[config.mk]
export PLATFORM = sky130hd
export DESIGN_NAME = dyser_cfg_loader
export DESIGN_NICKNAME = d
export VERILOG_FILES = /design/src/rtl/dyser_cfg_loader.sv
export SDC_FILE = /design/constraint.sdc
export NUM_CORES = 1
export LEC_CHECK = 0
export CORE_AREA = 2 2 62 108
export CTS_CLUSTER_SIZE = 40
export DETAILED_ROUTE_END_ITERATION = 12
export DIE_AREA = 0 0 64 110
export GPL_ROUTABILITY_DRIVEN = 0
export PLACE_DENSITY = 0.74
export SYNTH_ARGS = -nofsm -noshare
export SYNTH_HDL_FRONTEND = slang
export SYNTH_SLANG_ARGS = --single-unit
[constraint.sdc]
create_clock -name clk -period 2.05 [get_ports clk]
set_clock_uncertainty 0.15 [all_clocks]
set_input_delay 0.41 -clock clk [delete_from_list [all_inputs] [get_ports clk]]
set_output_delay 0.41 -clock clk [all_outputs]
set_load 0.02 [all_outputs]
[src/rtl/dyser_cfg_loader.sv]
// dyser_cfg_loader: fetches NUM_WORDS configuration words over a req/ack memory port
// and replays them to the DySER fabric, holding busy until the load completes.
module dyser_cfg_loader #(
  parameter int NUM_WORDS  = 17,
  parameter int CFG_WIDTH  = 21,
  parameter int ADDR_WIDTH = 8,
  parameter int TIMEOUT    = 64
) (
  input  logic                  clk,
  input  logic                  rst_n,
  input  logic                  start_i,
  input  logic [ADDR_WIDTH-1:0] base_addr_i,
  input  logic                  abort_i,
  output logic                  mem_req_o,
  output logic [ADDR_WIDTH-1:0] mem_addr_o,
  input  logic                  mem_ack_i,
  input  logic [CFG_WIDTH-1:0]  mem_data_i,
  output logic [CFG_WIDTH-1:0]  config_bits_o,
  output logic                  config_en_o,
  output logic                  busy_o,
  output logic                  done_o,
  output logic                  err_o
);
  localparam int IW = $clog2(NUM_WORDS + 1);
  localparam int WW = (TIMEOUT > 2) ? $clog2(TIMEOUT) : 1;
  typedef enum logic [1:0] {IDLE, FETCH, ERROR} state_e;
  state_e                state_q;
  logic [ADDR_WIDTH-1:0] base_q;
  logic [ADDR_WIDTH-1:0] mem_addr_q;
  logic [IW-1:0]         idx_q;
  logic [IW-1:0]         idx_d;
  logic [WW-1:0]         wd_q;
  logic [CFG_WIDTH-1:0]  config_bits_q;
  logic                  mem_req_q;
  logic                  config_en_q;
  logic                  busy_q;
  logic                  done_q;
  logic                  err_q;
  logic                  last_word;
  logic                  wd_expired;
  always_comb begin
    idx_d      = idx_q + IW'(1);
    last_word  = idx_q == IW'(NUM_WORDS - 1);
    wd_expired = wd_q == WW'(TIMEOUT - 1);
  end
  // busy is registered as (next state == FETCH) | (next config_en)
  always_ff @(posedge clk or negedge rst_n) begin
    if (!rst_n) begin
      state_q       <= IDLE;
      base_q        <= '0;
      mem_addr_q    <= '0;
      idx_q         <= '0;
      wd_q          <= '0;
      config_bits_q <= '0;
      mem_req_q     <= 1'b0;
      config_en_q   <= 1'b0;
      busy_q        <= 1'b0;
      done_q        <= 1'b0;
      err_q         <= 1'b0;
    end else begin
      config_en_q <= 1'b0;
      done_q      <= 1'b0;
      case (state_q)
        IDLE, ERROR: begin
          if (start_i && !abort_i) begin
            state_q    <= FETCH;
            base_q     <= base_addr_i;
            mem_addr_q <= base_addr_i;
            idx_q      <= '0;
            wd_q       <= '0;
            err_q      <= 1'b0;
            mem_req_q  <= 1'b1;
            busy_q     <= 1'b1;
          end else begin
            busy_q <= 1'b0;
          end
        end
        FETCH: begin
          if (abort_i) begin
            state_q   <= IDLE;
            mem_req_q <= 1'b0;
            busy_q    <= 1'b0;
          end else if (mem_ack_i) begin
            config_bits_q <= mem_data_i;
            config_en_q   <= 1'b1;
            busy_q        <= 1'b1;
            idx_q         <= idx_d;
            wd_q          <= '0;
            mem_addr_q    <= base_q + ADDR_WIDTH'(idx_d);
            if (last_word) begin
              state_q   <= IDLE;
              mem_req_q <= 1'b0;
              done_q    <= 1'b1;
            end
          end else if (wd_expired) begin
            state_q   <= ERROR;
            mem_req_q <= 1'b0;
            err_q     <= 1'b1;
            busy_q    <= 1'b0;
          end else begin
            wd_q <= wd_q + WW'(1);
          end
        end
        default: begin
          state_q   <= IDLE;
          mem_req_q <= 1'b0;
          busy_q    <= 1'b0;
        end
      endcase
    end
  end
  assign mem_req_o     = mem_req_q;
  assign mem_addr_o    = mem_addr_q;
  assign config_bits_o = config_bits_q;
  assign config_en_o   = config_en_q;
  assign busy_o        = busy_q;
  assign done_o        = done_q;
  assign err_o         = err_q;
endmodule

After elaboration in Yosys (flattened, before gate mapping)
Cells that the tools add are included.
- $add $sub $neg: 3
- equality and inequality tests: 12
- multiplexer cells: 41
- bitwise logic cells: 1
- reductions and logical operators: 11
- operator list (operator ; number):
    two-way mux 6 bit ; 4
    two-way mux 8 bit ; 3
    two-way mux 1 bit ; 19
    one-hot mux 8 bit (2 select lines) ; 1
    two-way mux 5 bit ; 3
    one-hot mux 6 bit (2 select lines) ; 1
    two-way mux 2 bit ; 5
    != test 2 bit (second input constant) ; 5
    one-hot mux 5 bit (2 select lines) ; 1
    adder 8 x 5 -> 8 bit ; 1
    != test 4 bit (second input constant) ; 2
    AND reduction 4 bit ; 2
    adder 6 x 1 -> 6 bit (second input constant) ; 1
    == test 6 bit (second input constant) ; 1
    one-hot mux 1 bit (2 select lines) ; 3
    AND reduction 3 bit ; 2
    adder 5 x 1 -> 5 bit (second input constant) ; 1
    == test 5 bit (second input constant) ; 1
    AND reduction 5 bit ; 1
    one-hot mux 2 bit (2 select lines) ; 1
    != test 3 bit (second input constant) ; 1
    == test 2 x 1 -> 1 bit (second input constant) ; 1
    == test 2 bit (second input constant) ; 1
    logical NOT 2 bit ; 1
    other kinds (6) ; 6
- flip-flop bits (word level): 55
- input port bits: 34
- output and inout bits: 34
- logic and storage cells: 79

Longest topological paths before layout
- depth in word-level cells: 5
- mapped depth: 8
- depth with buffers taken out: 8

Worst setup path after synthesis
Ideal clock, no wire load.
- kind: reg2reg
- start point: register idx_q[0]
- end point: register mem_addr_q[7], in the netlist mem_addr_o[7]
- setup time: 0.104 ns
- data arrival time: 1.941 ns
- data required time: 1.796 ns
- slack: -0.145 ns
- stages on the path, launching flop included: 9
- path buffers: 0
- clock period less this slack: 2.195 ns
- cells stage by stage: dfrtp_1 inv_1 ha_1 ha_1 a211o_1 o211ai_1 a211oi_2 xnor2_1 a221oi_1
- word-level cells in the longest chain between the ends: 5
- RTL lines (element ; line ; source):
    start, declared ; 30 ; logic [IW-1:0] idx_q;
    start signal, assigned ; 87 ; idx_q <= idx_d;
    adder 5 x 1 -> 5 bit ; 42 ; idx_d = idx_q + IW'(1);
    adder 8 x 5 -> 8 bit ; 89 ; mem_addr_q <= base_q + ADDR_WIDTH'(idx_d);
    two-way mux 8 bit ; 83 ; end else if (mem_ack_i) begin
    two-way mux 8 bit ; 79 ; if (abort_i) begin
    one-hot mux 8 bit (2 select lines) ; 63 ; case (state_q)
    end signal, assigned ; 68 ; mem_addr_q <= base_addr_i;
    end signal, assigned ; 89 ;
    end, declared ; 29 ; logic [ADDR_WIDTH-1:0] mem_addr_q;
No other way between the ends. The select of a mux whose other input is x is not followed.
A chain may end at the register's enable or synchronous reset.

Final worst setup path
- start point: register idx_q[0]
- end point: register mem_addr_q[6], in the netlist mem_addr_o[6]
Same word-level chain as after synthesis.

==> qor.yml <==
num_vias: 2189
min-delay-start: "config_bits_o[12]"
hold_slack_ns: 0.3306
syn_area_per_cell_um2: 10.01
overflow: 0
synth_most_common_cell: "nand2_1"
synth_cells: 262
r2r_setup_slack_ns: -0.14
grt_pass1_vias: 2255
cts-root-buf: "clkbuf_8"
slowest_delay_ns: 0.46
yosysTopAreaCell: "dfrtp_1"
drc: 0
path_cells: "inv_2, ha_4, buf_4, fa_2, a21o_1, a21oi_2, nand2b_4, a221o_1, nor2_1"
grt_pass1_wl_um: 10520
synth-main-ff-cell: "dfrtp_1"
hp-class: "reg2reg"
r2r-end: "mem_addr_o[6]"
timing.final.crit_period_ns: 2.191
critPathKind: "reg2reg"
cts.sinks: 55
synth_edf_count: 0
ys_top_cells_by_count: "nand2_1 (78), dfrtp_1 (55), nor2_1 (19), mux2_2 (9)"
max_freq_mhz: 456.4
worst_pin_slew_ns: 0.5598
coreArea_um2: 6133
clkTransAtPathRegs_ns: 0.09
synthArstFlopShare_pct: 100.0
drt_wl_total_um: 6616
fillers: 482
cp-start-kind: "register"
pwr_density_cell_nw_per_um2: 915.0
htreeDepth: 2
drtIter0Drc: 145
ir_worst_vdd_mv: 0.4665
p_leak_nw: 1.821
syn_to_final_growth_pct: 48.55
synth.distinct_cells: 52
drv_cap: 0
cp_top_family: "adder cells"
slew_headroom_pct: 62.68
slew_violations: 0
track_usage_pct: 19.44
tritoncts: "built"
vias_per_cell: 4.975
numCtsBuffers: 5
chipHeight_um: 110
holdPathEnd: "config_bits_o[12]"
grt_start_max_net_pins: 35
ys_top_cells_by_area: "dfrtp_1 (52%), nand2_1 (11%), mux2_2 (3.9%)"
start_util_pct: 42.78
antenna_found_initial: 0
postLayoutSetupSlackWorst_ns: -0.1413
dp_slack_ns: -0.1553
critPathMaxFanout: 4
drive_gt1_share_pct: 22.50
dieArea_um2: 7040
hpwl_um: 4856
insertion_delay_ns: 0.31
diodes: 0
finalSetupViolCount: 6
slowest_stage: "dfrtp_2"
critPathBufInv: 2
num_rows: 38
io_buffers: 67
grt_setup_unrepaired: "yes"
first_pass_iters: 4
crit_arrival_ns: 2.24
pin_count: 68
ant_nets: 0
ys_ff_latch: 55
violations: "setup timing"
min_period_over_period_pct: 106.9
yosysWarnings: 0
syn-cell-area_um2: 2624
status: "finished with violations"
cp-end-kind: "register"
yosysSeqAreaShare_pct: 52.46
die_w_um: 64
r2r_start: "idx_q[0]"
layout.nets: 402
required_ns: 2.10
clk_path_buf_depth: 2
reg2reg_depth: 9
min_path_cells: 2
hold_viol_final: 0
yosysTopAreaCellShare_pct: 52.46
drt-wirelength-per-cell_um: 15.04
synth_nets: 305
area by class of cell:
class	count	area (um2)	area share [%]
flip-flops and latches	55	1379	35.38
multi-input cells	192	1343	34.45
clock buffers	8	100.1	2.568
well taps	80	100.1	2.568
repair buffers	99	953.4	24.46
inverters	6	22.52	0.5778
state kept, by name (all words and copies together) (netlist names):
name and count:
err_o 1, config_en_o 1, config_bits_o 21, done_o 1, mem_addr_o 8, base_q 8
busy_o 1, idx_q 5, mem_req_o 1, state_q 2, wd_q 6
kinds of logic after synthesis:
logic type	Yosys count	synth area share (%)
and+or+nand+nor	124	20.74
DFF	55	52.46
AOI/OAI and AO/OA	38	11.73
buffers and inverters	15	2.527
muxes	11	4.626
xor gates and xnor gates	10	3.338
adders and majority gates	9	4.578
worst min-delay path: stages, from the launching register on:
cell and delay, ns:
dfrtp_1 0.35, nand2_1 0.05, nand2_1 0.05
layout by cell type, fill, tap and decap left out, types with 2 or more instances in the layout:
master           instances
nand2_1                 77
clkdlybuf4s50_1         66
dfrtp_1                 53
buf_4                   26
nor2_1                  19
o21ai_0                  8
mux2_2                   8
clkbuf_8                 7
xor2_1                   5
a21oi_1                  5
ha_4                     5
nand3_1                  3
xnor2_2                  3
inv_2                    3
nor3_1                   3
nand2b_1                 3
a21o_1                   3
inv_1                    3
nand4_1                  3
ha_1                     3
buf_12                   3
nand2_2                  2
a221oi_2                 2
a211o_1                  2
o21ai_1                  2
mux2i_1                  2
dfrtp_2                  2
buf_6                    2
routing by layer:
layer	track usage, %	vias to the layer above	part of all wire, %	routed length [um]
met5	0	-	0	0
met4	8.540	0	2.7	177
met3	3.655	13	3.9	257
met2	36.83	56	56	3702
met1	20.56	1042	37	2479
li1	-	1078	-	-
power breakdown:
group	total, mW	switching (mW)	internal [mW]
registers	1.46	0.162	1.30
logic	1.44	0.682	0.762
clock network	0.657	0.348	0.309
how the worst max path moves through the flow:
stage             start             to  slack (ns)  depth (start not counted)
2_1_floorplan  idx_q[0]  mem_addr_o[7]       -0.01                          7
3_3_place_gp   idx_q[0]  mem_addr_o[7]        -0.1                          7
3_5_place_dp   idx_q[0]  mem_addr_o[7]       -0.16                          7
4_1_cts        idx_q[0]  mem_addr_o[7]       -0.10                          9
5_1_grt        idx_q[0]  mem_addr_o[7]       -0.28                          9
6_report       idx_q[0]  mem_addr_o[6]       -0.14                          9
what timing repair did:
action                                  CTS  global route
endpoints found under the hold margin    21             0
buffers inserted                          2             4
endpoints found under the setup margin    6             8
resized for setup                         5            21
gates cloned                              0             0
hold buffers                              1             0
pin swaps                                 9            14
per-stage QoR:
| step | utilization, % | instance area [um2] | std cells | setup TNS (ns) | power [mW] |
|---|---|---|---|---|---|
| after floorplan | - | 2651 | 262 | -0.01127 | 2.119 |
| after global placement | 58.67 | 3598 | 425 | -0.3166 | 2.737 |
| after detailed placement | 58.67 | 3598 | 425 | -0.6595 | 2.767 |
| after CTS | 61.02 | 3742 | 436 | -0.3654 | 3.459 |
| after global routing | 63.55 | 3897 | 440 | -1.176 | 3.775 |
| final | 63.55 | 3897 | 440 | -0.6128 | 3.566 |
Note: power is estimated with default switching activity, not from simulation.
